$ cat config.mk
export PLATFORM = sky130hd
export DESIGN_NAME = ddc_accum_flat
export DESIGN_NICKNAME = d
export VERILOG_FILES = /design/src/rtl/ddc_pkg.sv /design/src/rtl/ddc_accum_if.sv /design/src/rtl/ddc_accum_lane.sv /design/src/rtl/ddc_accum.sv /design/src/flat_wrapper.sv
export SDC_FILE = /design/constraint.sdc
export NUM_CORES = 1
export LEC_CHECK = 0
export BUFFER_PORTS_ARGS = -buffer_cell sky130_fd_sc_hd__buf_2
export CORE_UTILIZATION = 45
export DETAILED_ROUTE_END_ITERATION = 7
export PLACE_DENSITY = 0.65
export SLEW_MARGIN = 30
export SYNTH_ARGS = -nofsm -noshare
export SYNTH_HDL_FRONTEND = slang
export SYNTH_SLANG_ARGS = --single-unit
$ cat constraint.sdc
create_clock -name clk -period 16.4 [get_ports clk]
set_input_delay 0.82 -clock clk [delete_from_list [all_inputs] [get_ports clk]]
set_output_delay 0.82 -clock clk [all_outputs]
set_load 0.005 [all_outputs]
$ cat src/rtl/ddc_pkg.sv
// ddc_pkg: shared widths, bus offsets and output narrowing (DDC_ACCUM_SATURATE_EN selects clamp vs wrap)
package ddc_pkg;
  localparam int IN_W = 31;
  localparam int LOG2_MAX = 16;
  localparam int OUT_W = 32;
  localparam int ACC_W = IN_W + LOG2_MAX;
  localparam int I_LSB = 0;
  localparam int Q_LSB = 32;
  function automatic logic signed [OUT_W-1:0] sat_trunc(input logic signed [ACC_W-1:0] value, input int width);
`ifdef DDC_ACCUM_SATURATE_EN
    logic signed [ACC_W-1:0] hi, lo;
    hi = (ACC_W'(1) <<< (width - 1)) - ACC_W'(1);
    lo = ~hi;
    return value > hi ? OUT_W'(hi) : value < lo ? OUT_W'(lo) : OUT_W'(value);
`else
    return OUT_W'((value <<< (ACC_W - width)) >>> (ACC_W - width));
`endif
  endfunction
endpackage

$ cat src/rtl/ddc_accum_if.sv
// ddc_accum_if: sample input + AXI4-Stream output; slave = accumulator side, master = source/sink side
interface ddc_accum_if;
  logic [63:0] data_in;
  logic valid_in;
  logic [63:0] m_axis_tdata;
  logic m_axis_tvalid;
  logic m_axis_tready;
  modport master(output data_in, valid_in, m_axis_tready, input m_axis_tdata, m_axis_tvalid);
  modport slave(input data_in, valid_in, m_axis_tready, output m_axis_tdata, m_axis_tvalid);
endinterface

$ cat src/rtl/ddc_accum_lane.sv
// ddc_accum_lane: one-component integrate-and-dump; ports clk/rst, clr (restart), en (sample), last (dump), din, shift, result (comb frame result)
module ddc_accum_lane
  import ddc_pkg::*;
(
  input  logic clk,
  input  logic rst,
  input  logic clr,
  input  logic en,
  input  logic last,
  input  logic signed [IN_W-1:0] din,
  input  logic [4:0] shift,
  output logic signed [OUT_W-1:0] result
);
  logic signed [ACC_W-1:0] acc, sum;
  always_comb begin
    sum = acc + $signed({{(ACC_W-IN_W){din[IN_W-1]}}, din});
    result = sat_trunc(sum >>> shift, OUT_W);
  end
  always_ff @(posedge clk or posedge rst)
    if (rst) acc <= '0;
    else if (clr) acc <= '0;
    else if (en) acc <= last ? '0 : sum;
endmodule

$ cat src/rtl/ddc_accum.sv
// ddc_accum: decimating {Q,I} accumulator; ports clk, rst, s (stream bus), dec_log2/cfg_valid (config), overrun (sticky drop), frame_cnt (loads)
module ddc_accum
  import ddc_pkg::*;
(
  input  logic clk,
  input  logic rst,
  ddc_accum_if.slave s,
  input  logic [4:0] dec_log2,
  input  logic cfg_valid,
  output logic overrun,
  output logic [31:0] frame_cnt
);
  localparam int CW = LOG2_MAX + 1;
  localparam logic [4:0] MAX5 = 5'(LOG2_MAX);
  logic [4:0] shadow;
  logic [LOG2_MAX-1:0] cnt;
  logic en, last, frame, load, unused;
  logic signed [OUT_W-1:0] i_res, q_res;
  assign unused = ^{s.data_in[63:Q_LSB+IN_W], s.data_in[Q_LSB-1:I_LSB+IN_W]};
  assign en = s.valid_in & ~cfg_valid;
  assign last = {1'b0, cnt} == (CW'(1) << shadow) - CW'(1);
  assign frame = en & last;
  // A full register that is not being drained this cycle cannot take the new result.
  assign load = frame & (~s.m_axis_tvalid | s.m_axis_tready);
  ddc_accum_lane u_i (.clk, .rst, .clr(cfg_valid), .en, .last, .din(s.data_in[I_LSB +: IN_W]), .shift(shadow), .result(i_res));
  ddc_accum_lane u_q (.clk, .rst, .clr(cfg_valid), .en, .last, .din(s.data_in[Q_LSB +: IN_W]), .shift(shadow), .result(q_res));
  always_ff @(posedge clk or posedge rst)
    if (rst) begin
      shadow <= '0;
      cnt <= '0;
    end else if (cfg_valid) begin
      shadow <= dec_log2 > MAX5 ? MAX5 : dec_log2;
      cnt <= '0;
    end else if (en) cnt <= last ? '0 : cnt + LOG2_MAX'(1);
  always_ff @(posedge clk or posedge rst)
    if (rst) begin
      s.m_axis_tdata <= '0;
      s.m_axis_tvalid <= 1'b0;
      frame_cnt <= '0;
      overrun <= 1'b0;
    end else begin
      if (load) begin
        s.m_axis_tdata <= {32'(q_res), 32'(i_res)};
        s.m_axis_tvalid <= 1'b1;
        frame_cnt <= frame_cnt + 32'd1;
      end else if (s.m_axis_tready) s.m_axis_tvalid <= 1'b0;
      if (cfg_valid) overrun <= 1'b0;
      else if (frame & ~load) overrun <= 1'b1;
    end
endmodule

$ cat src/flat_wrapper.sv
// flat-port wrapper written by rule: the top's interface ports become plain ports
module ddc_accum_flat import ddc_pkg::*;
  (clk, rst, dec_log2, cfg_valid, overrun, frame_cnt, s_data_in, s_valid_in, s_m_axis_tready, s_m_axis_tdata, s_m_axis_tvalid);
  ddc_accum_if s_i ();
  input  logic clk;
  input  logic rst;
  input  logic [4:0] dec_log2;
  input  logic cfg_valid;
  output logic overrun;
  output logic [31:0] frame_cnt;
  input wire logic [$bits(s_i.data_in)-1:0] s_data_in;
  input wire logic [$bits(s_i.valid_in)-1:0] s_valid_in;
  input wire logic [$bits(s_i.m_axis_tready)-1:0] s_m_axis_tready;
  output wire logic [$bits(s_i.m_axis_tdata)-1:0] s_m_axis_tdata;
  output wire logic [$bits(s_i.m_axis_tvalid)-1:0] s_m_axis_tvalid;
  assign s_i.data_in = s_data_in;
  assign s_i.valid_in = s_valid_in;
  assign s_i.m_axis_tready = s_m_axis_tready;
  assign s_m_axis_tdata = s_i.m_axis_tdata;
  assign s_m_axis_tvalid = s_i.m_axis_tvalid;
  ddc_accum u_core (.clk(clk), .rst(rst), .s(s_i), .dec_log2(dec_log2), .cfg_valid(cfg_valid), .overrun(overrun), .frame_cnt(frame_cnt));
endmodule
==> results.cfg <==
[outcome]
outcome = completed

[setup_path]
critPathMaxFanout = 77
start_kind = register
worst_ep_arrival_time_ps = 6490
worst_setup_path_end_kind = register
r2r_cells = 13
path_class = register to register
regToRegStartpoint = u_core.shadow[1]$_DFFE_PP0P_
reg2reg_slack_ps = 10360
crit_end = u_core.s.m_axis_tdata[25]$_DFFE_PP0P_
crit_start = u_core.shadow[1]$_DFFE_PP0P_
worstPathRequired_ps = 16860
reg2reg_to = u_core.s.m_axis_tdata[25]$_DFFE_PP0P_

[synthesis]
syn_inst = 2679
synth-edff-count = 0
yosysSeqAreaShare_pct = 24.6
yosysMostFrequentCell = nand2_1
ys_ff_latch = 213
synth-warning-count = 0
synth_area_mm2 = 0.0216
ys_types = 105
syn_nets = 2850
synth_top_area_share_pct = 24.6
synth_commonest_cells = nand2_1, nor2_1, dfrtp_1
postSynth.asyncResetShare_pct = 100
ys_top_cells_by_area = dfrtp_1, ha_1, nand2_1
synth_largest_area_cell = dfrtp_1
synth_ff_type = dfrtp_1
synth.avg_cell_area_um2 = 8.08

[placement]
placedCellCount = 3305
placed_cell_area_mm2 = 0.0228
gp_congestion = 0.984
dp_hpwl_um = 65600
numPortBuffers = 169

[clocking]
cts_resized = 0
cts_tree = done
clock_tree.root_cell = clkbuf_16
clock_path_buffers = 3
cts_max_level = 1
clkLatencyLatePin_ps = 580
cts_inserted_buffers = 28
clk_pin_slew_ps = 60
holdBufCountCts = 0
clkSinkCount = 213
post-cts-setup-buffer-count = 0

[worst_hold_path]
hp-class = input port to asynchronous set/reset pin

[sta]
hold_viol_final = 0
worstMarginPinSlew_ps = 1010
timing.max_slew.rel_slack_pct = 30.7
tns_ps = 0
setup-violations-final = 0
period_minus_slack_ps = 6040
fin_skew_ps = 15.4
fmax_ghz = 0.166
period_share_pct = 36.8
rsz0062_at_grt = false
finalMaxSlewViolations = 0

[routing]
drtPass1Iterations = 5
first_iter_violations = 2261
wire_per_inst_um = 25.8
drcViolationCount = 0
drt_wl_total_um = 86500
via_per_inst = 6.77
antenna_left = 0
vias = 22728

[final_layout]
drive_above_1_share_pct = 14.1
design_area_mm2 = 0.0238
fill_cells = 4508
multi_input_area_mm2 = 0.0154
register_area_mm2 = 0.00534
nets = 2899
instances_no_fill = 3357
final_util_pct = 50.7
areaGrowthSynthToFinish_pct = 10.0
diodes = 0

[global_routing]
track_usage_pct = 34.5
antenna_found_initial = 0
grt_pass1_vias = 21952
grt-ovfl-total = 0
grt_max_degree = 100
grt_first_pass_wirelength_um = 133000

[floorplanning]
row_count = 79
core-area_mm2 = 0.0470
dieArea_mm2 = 0.0490
dieWidth_um = 221
start_util_pct = 46.1
ios = 172
die_h_um = 221

[run]
maxCapViolCount = 0

[power_and_ir_drop]
powerDensity_mw_per_mm2 = 115
ir_drop_uv = 93.8
p_leak_nw = 10.4
fin_total_pwr_w = 0.00273
[metal layers]
metal	track usage, %	vias to the layer above	part of all wire [%]	routed length (µm)
met1	42.2	11108	39	34000
met2	58.1	1065	48	41200
met3	4.73	279	6.6	5740
li1	-	10276	-	-
met4	20.2	0	6.5	5650
met5	0	-	0	0
[kinds of logic after synthesis]
| family | count (synthesis) | synth area share, % |
|---|---|---|
| XOR/XNOR | 118 | 4.84 |
| multiplexers | 182 | 11.3 |
| adder cells (fa/ha/maj) | 97 | 5.68 |
| buffers and inverters | 223 | 4.16 |
| AO/OA/AOI/OAI | 937 | 29.4 |
| AND/OR/NAND/NOR | 909 | 20.0 |
| flip-flops | 213 | 24.6 |
[power breakdown]
part / leakage, nW / switching [W] / internal [W]
registers: 2.87 / 0.0000312 / 0.000568
logic: 7.00 / 0.000950 / 0.000518
clock network: 0.480 / 0.000261 / 0.000405
[cell usage in the layout (no fill, tap or decap), types with 13 or more instances in the layout]
| cell type | Yosys | routed |
|---|---|---|
| nand2_1 | 294 | 294 |
| nor2_1 | 227 | 225 |
| dfrtp_1 | 213 | 208 |
| o21ai_0 | 205 | 205 |
| a21oi_1 | 202 | 202 |
| buf_2 | 38 | 169 |
| mux2i_1 | 109 | 109 |
| ha_1 | 95 | 95 |
| xnor2_1 | 77 | 77 |
| a22o_1 | 69 | 69 |
| nor3_1 | 68 | 67 |
| nand3_1 | 65 | 65 |
| a211oi_1 | 52 | 52 |
| nand4_1 | 49 | 49 |
| o211ai_1 | 45 | 45 |
| mux4_2 | 44 | 44 |
| xor2_1 | 40 | 40 |
| o21a_1 | 37 | 37 |
| a21o_1 | 37 | 37 |
| inv_1 | 39 | 34 |
| a31oi_1 | 32 | 32 |
| buf_4 | 2 | 32 |
| clkbuf_16 | 0 | 29 |
| and2_1 | 28 | 27 |
| a22oi_1 | 27 | 27 |
| and3_1 | 27 | 27 |
| mux2_2 | 27 | 27 |
| o22ai_1 | 24 | 24 |
| or3_1 | 23 | 23 |
| nand2b_1 | 21 | 21 |
| nor4_1 | 21 | 20 |
| nor2b_1 | 18 | 18 |
| o31ai_1 | 16 | 16 |
| a211o_1 | 15 | 15 |
| and4_1 | 14 | 14 |
| o21bai_1 | 13 | 13 |
[critical path, stage by stage, from the launching register on]
cell and delay, ps:
dfrtp_4 390, buf_4 510, buf_4 760, or2_1 720, o21ai_0 250, nand2_1 110
o2111ai_1 200, nor4_1 440, nand4_1 340, or3_1 830, inv_1 660, o21ai_0 240
o21ba_2 290, a21oi_1 60
[registers in the layout (all words and copies together) (netlist names)]
signal,count
u_core.frame_cnt,32
u_core.s.m_axis_tdata,64
u_core.overrun,1
u_core.s.m_axis_tvalid,1
u_core.cnt,16
u_core.shadow,5
u_core.u_i.acc,47
u_core.u_q.acc,47
[per-stage QoR]
step	setup WS, ps	hold WS (ps)
6_report	10360	388
2_1_floorplan	9760	454
3_3_place_gp	10690	456
5_1_grt	10060	432
4_1_cts	10590	399
3_5_place_dp	10640	470
[cell type report]
class | instances | area share, %
Multi-Input combinational cell | 2243 | 64.8
Clock buffer | 40 | 3.39
Inverter | 39 | 0.652
Clock inverter | 12 | 0.762
Sequential cell | 213 | 22.4
Tap cell | 607 | 3.19
Timing Repair Buffer | 203 | 4.73
[how the worst min path moves through the flow]
stage / start / slack (ps) / endpoint
global placement: u_core.frame_cnt[31]$_DFFE_PP0P_ / 460 / u_core.frame_cnt[31]$_DFFE_PP0P_
finish: rst / 390 / u_core.shadow[1]$_DFFE_PP0P_
floorplan: u_core.u_i.acc[22]$_DFFE_PP0P_ / 450 / u_core.u_i.acc[22]$_DFFE_PP0P_
global route: rst / 430 / u_core.shadow[2]$_DFFE_PP0P_
CTS: rst / 400 / u_core.u_q.acc[36]$_DFFE_PP0P_
detailed placement: u_core.s.m_axis_tdata[30]$_DFFE_PP0P_ / 470 / u_core.s.m_axis_tdata[30]$_DFFE_PP0P_
No activity file was read; power rests on OpenSTA's default activity.
